## src/rtl/mux81_rr_arbiter.sv

```systemverilog
// Round-robin arbiter sharing one 8:1 bit mux among eight requesters; each grant lasts up to HOLD
// cycles. Optional grant/sample counters are enabled with the MUX_ARB_STATS_EN macro.

module mux81 (
  input  logic [7:0] data_i,
  input  logic [2:0] sel_i,
  output logic       y_o
);
  logic [3:0] lvl1;
  logic [1:0] lvl2;

  // sel_i[2] steers the leaf pairs, so the index is read as {sel_i[0], sel_i[1], sel_i[2]}
  always_comb begin
    for (int i = 0; i < 4; i++) lvl1[i] = sel_i[2] ? data_i[2*i+1] : data_i[2*i];
    for (int i = 0; i < 2; i++) lvl2[i] = sel_i[1] ? lvl1[2*i+1] : lvl1[2*i];
    y_o = sel_i[0] ? lvl2[1] : lvl2[0];
  end
endmodule

module mux81_rr_arbiter #(
  parameter int unsigned HOLD = 4
) (
  input  logic        clk,
  input  logic        rst,
  input  logic [7:0]  req,
  input  logic [7:0]  data_in,
  output logic [7:0]  grant,
  output logic [2:0]  sel,
  output logic        busy,
  output logic        out_bit,
  output logic [2:0]  out_id,
  output logic        out_valid
`ifdef MUX_ARB_STATS_EN
  ,
  output logic [15:0] grant_cnt,
  output logic [15:0] sample_cnt
`endif
);
  typedef enum logic {StIdle, StGrant} state_e;

  localparam logic [7:0] HoldLast = 8'(HOLD - 1);

  state_e     state_q;
  logic [2:0] ptr_q, idx_q;
  logic [7:0] cnt_q;

  logic [2:0] start_idx, pick, cand;
  logic       found, end_grant, mux_y;

  function automatic logic [2:0] enc(input logic [2:0] k);
    return {k[0], k[1], k[2]};
  endfunction

  // Scan offsets high to low so the lowest offset from start_idx wins; the
  // current owner sits at offset 7 when searching from idx_q + 1.
  always_comb begin
    start_idx = (state_q == StIdle) ? ptr_q : idx_q + 3'd1;
    found     = 1'b0;
    pick      = start_idx;
    cand      = start_idx;
    for (int i = 7; i >= 0; i--) begin
      cand = start_idx + 3'(i);
      if (req[cand]) begin
        found = 1'b1;
        pick  = cand;
      end
    end
  end

  assign end_grant = (cnt_q == 8'd0) || !req[idx_q];

  mux81 u_mux (
    .data_i(data_in),
    .sel_i (sel),
    .y_o   (mux_y)
  );

  always_ff @(posedge clk or posedge rst) begin
    if (rst) begin
      state_q   <= StIdle;
      ptr_q     <= '0;
      idx_q     <= '0;
      cnt_q     <= '0;
      grant     <= '0;
      sel       <= '0;
      busy      <= 1'b0;
      out_bit   <= 1'b0;
      out_id    <= '0;
      out_valid <= 1'b0;
    end else begin
      case (state_q)
        StIdle: begin
          out_valid <= 1'b0;
          if (found) begin
            state_q <= StGrant;
            idx_q   <= pick;
            cnt_q   <= HoldLast;
            grant   <= 8'd1 << pick;
            sel     <= enc(pick);
            busy    <= 1'b1;
          end
        end
        StGrant: begin
          // A cycle whose owner has already dropped its request is not sampled.
          out_valid <= req[idx_q];
          if (req[idx_q]) begin
            out_bit <= mux_y;
            out_id  <= idx_q;
          end
          if (!end_grant) begin
            cnt_q <= cnt_q - 8'd1;
          end else begin
            ptr_q <= idx_q + 3'd1;
            if (found) begin
              idx_q <= pick;
              cnt_q <= HoldLast;
              grant <= 8'd1 << pick;
              sel   <= enc(pick);
            end else begin
              state_q <= StIdle;
              grant   <= '0;
              busy    <= 1'b0;
            end
          end
        end
        default: state_q <= StIdle;
      endcase
    end
  end

`ifdef MUX_ARB_STATS_EN
  logic grant_start, sample_now;

  assign grant_start = found && ((state_q == StIdle) || end_grant);
  assign sample_now  = (state_q == StGrant) && req[idx_q];

  always_ff @(posedge clk or posedge rst) begin
    if (rst) begin
      grant_cnt  <= '0;
      sample_cnt <= '0;
    end else begin
      if (grant_start && (grant_cnt != 16'hFFFF)) grant_cnt <= grant_cnt + 16'd1;
      if (sample_now && (sample_cnt != 16'hFFFF)) sample_cnt <= sample_cnt + 16'd1;
    end
  end
`endif

endmodule

```

## config.mk

```make
export PLATFORM = sky130hd
export DESIGN_NAME = mux81_rr_arbiter
export DESIGN_NICKNAME = d
export VERILOG_FILES = /design/src/rtl/mux81_rr_arbiter.sv
export SDC_FILE = /design/constraint.sdc
export NUM_CORES = 1
export LEC_CHECK = 0
export CAP_MARGIN = 5
export CORE_MARGIN = 10
export CORE_UTILIZATION = 27
export DETAILED_ROUTE_END_ITERATION = 16
export PLACE_DENSITY = 0.51
export SYNTH_ARGS = -nofsm -noshare
export SYNTH_HDL_FRONTEND = slang
export SYNTH_SLANG_ARGS = --single-unit
```

## constraint.sdc

```tcl
create_clock -name clk -period 4.3 [get_ports clk]
set_input_delay 0.86 -clock clk [delete_from_list [all_inputs] [get_ports clk]]
set_output_delay 0.86 -clock clk [all_outputs]
set_load 0.01 [all_outputs]
```

==> summary.md <==
| Metric | Value |
|---|---|
| R2r startpoint | `state_q$_DFF_PP0_` |
| Post-cts resize count | `0` |
| Worst skew pair latency | `0.28 ns` |
| Pre-antenna DRT Iters | `4` |
| Top_reg_cell synth | `dfrtp_1` |
| DRT antenna net count | `0` |
| DRT iter0 DRCs | `105` |
| Worst-path clk slew | `0.06 ns` |
| Final TNS setup | `0 ns` |
| Routed WL | `6840 microns` |
| Critical path class | `reg -> reg` |
| Root Driver | `clkbuf_8` |
| CTS tree | `done` |
| Distinct cell type count after synthesis | `59` |
| Post-DP HPWL | `5430 microns` |
| Layout cells sized above 1 | `0.179` |
| Clock sinks | `29` |
| # diodes | `0` |
| Sequential fraction of the synthesis area | `0.297` |
| Worst R2R Path Depth | `12` |
| Hold path endpoint | `out_bit$_DFFE_PP0P_` |
| Area Overhead vs Synth | `23.0%` |
| DRC violations left | `0` |
| Hold crit path type | `reg -> reg` |
| Status | `completed` |
| R2r setup slk | `0.36 ns` |
| Hold Path Depth | `2` |
| Gpl congestion | `0.811` |
| Final min period | `3.94 ns` |
| Largest net degree at the start of global routing | `30` |
| Rel. slew slack | `0.607` |
| Final setup viols | `0` |
| Final period util | `0.916` |
| Grt ovf | `0` |
| Commonest non-fill, non-tap cell in the layout | `clkdlybuf4s50_1` |
| DR vias | `2121` |
| Synth async-reset ratio | `1.00` |
| Mapped cell area | `0.00244 sq mm` |
| Vias per std cell | `5.32` |
| Max FO, Critical Path | `15` |
| FP Rows | `34` |
| Synth warn | `0` |
| Worst-path cell chain | `nor2b_4 -> nor2_8 -> inv_2 -> ha_1 -> inv_1 -> xnor2_2 -> mux2i_1 -> a21bo_2 -> nor4_4 -> nand2b_1 -> nor2b_1 -> a32o_1` |
| IO Count | `35` |
| Element type at the critical path end | `flip-flop` |
| Max incr delay on CP | `0.71 ns` |
| Die X | `115 microns` |
| Critical Path Slowest Stage Cell | `dfrtp_1` |
| RSZ-0062 raised after global routing | `no` |
| Worst-Margin Slew | `0.577 ns` |
| R2r endpoint | `grant[7]$_DFFE_PP0P_` |
| Vias in the first global route | `2232` |
| Critical path arrival | `4.10 ns` |
| Post-CTS Hold Buffers | `0` |
| CTS buffer count | `5` |
| # port buffers | `34` |
| Starting Density | `0.279` |
| DR WL/cell | `17.1 microns` |
| Mapped Avg Cell Area | `9.73 sq um` |
| Die height | `115 microns` |
| Number of storage elements in the synthesis netlist | `29` |
| Fin. max-slew vios | `0` |
| Cells after Synth | `251` |
| Total track usage | `0.107` |
| FMAX | `254 MHz` |
| Startpoint type of the worst setup path | `flip-flop` |
| Net Count, Synth | `274` |
| Setup Buffers After CTS | `0` |
| Final hold vios | `0` |
| Hold_sp | `out_bit$_DFFE_PP0P_` |
| First-pass GRT wire length | `11600 microns` |
| H-tree depth | `2` |
| Initial antenna violation count | `0` |
| Critical Path RT | `4.46 ns` |
| CTS Buffer Depth | `2` |
| Worst Setup SP | `state_q$_DFF_PP0_` |
| Post-synth EDFFs | `0` |
| Most frequent cells in the layout | `clkdlybuf4s50_1, dfrtp_1, nand2_1` |
| Die ar. | `0.0132 sq mm` |
| Reported max-cap violation count | `0` |
| Layout net count | `314` |
| Final clock skew | `0.00313 ns` |
| Core area | `0.00876 sq mm` |
## synth_stat cells, drive strengths merged (3+ instances only)
cell type,instances,area (sq um)
nand2b,5,31.3
o31ai,4,40.0
a32o,7,70.1
mux2,10,116
ha,5,62.6
xor2,3,45.1
mux4,11,248
nand3,24,125
inv,9,33.8
buf,5,38.8
nor3,3,15.0
xnor2,6,67.6
dfrtp,29,726
or2,3,18.8
o21a,3,22.5
and2,5,31.3
and3,3,23.8
a21o,3,22.5
mux2i,13,146
nand2,24,90.1
nor2,14,68.8
o21ai,23,115
a21oi,14,70.1
## worst max-delay path by stage
stage,slack (ns),endpoint,cells after the start
detailed placement,0.38,grant[7]$_DFFE_PP0P_,12
floorplan,0.83,grant[5]$_DFFE_PP0P_,10
CTS,0.36,grant[7]$_DFFE_PP0P_,12
global placement,0.48,grant[5]$_DFFE_PP0P_,12
finish,0.36,grant[7]$_DFFE_PP0P_,12
global route,0.05,grant[5]$_DFFE_PP0P_,12
## layout make-up
cell class	count	area (sq um)
multi-input combinational	206	1640
inverter	9	33.8
clock buffer	7	86.3
tap	108	135
fill	918	5760
sequential	29	726
timing repair buffer	40	385
## critical path, delay by kind of cell, from the launching register on
kind / cells / cell delay [ns]
compound gates: 2 / 0.56
xor+xnor: 1 / 0.37
fa+ha+maj: 1 / 0.25
buf+inv: 2 / 0.29
flops: 1 / 0.71
mux: 1 / 0.22
simple gates: 5 / 1.42
## routing by layer
metal,global-route usage,vias to the layer above,share of wire
met2,0.183,44,0.49
met4,0.0281,0,0.0099
met1,0.136,1041,0.46
met3,0.0167,7,0.037
met5,0,-,0
li1,-,1029,-
## cell families after synthesis
| logic type | share of synthesized area |
|---|---|
| buf+inv | 0.0328 |
| simple gates | 0.198 |
| flops | 0.297 |
| compound gates | 0.191 |
| fa+ha+maj | 0.0256 |
| xor+xnor | 0.0461 |
| mux | 0.209 |
## registers in the layout, indices dropped and copies added (netlist names), 2 cells and up
register	count
cnt_q	8
grant	8
out_id	3
ptr_q	3
idx_q	2
## through the flow
stage / instance area, sq um / hold slack, ns / instances / setup WS (ns) / util
2_1_floorplan: 2440 / 0.450 / 251 / 0.835 / -
3_3_place_gp: 2920 / 0.468 / 392 / 0.479 / 0.333
3_5_place_dp: 2920 / 0.478 / 392 / 0.377 / 0.333
4_1_cts: 3000 / 0.491 / 399 / 0.365 / 0.343
5_1_grt: 3000 / 0.525 / 399 / 0.0450 / 0.343
6_report: 3000 / 0.488 / 399 / 0.360 / 0.343
Power is left out: the tool's default activity adds up to more than one toggle a clock period on the data nets, which glitch-free logic cannot reach.
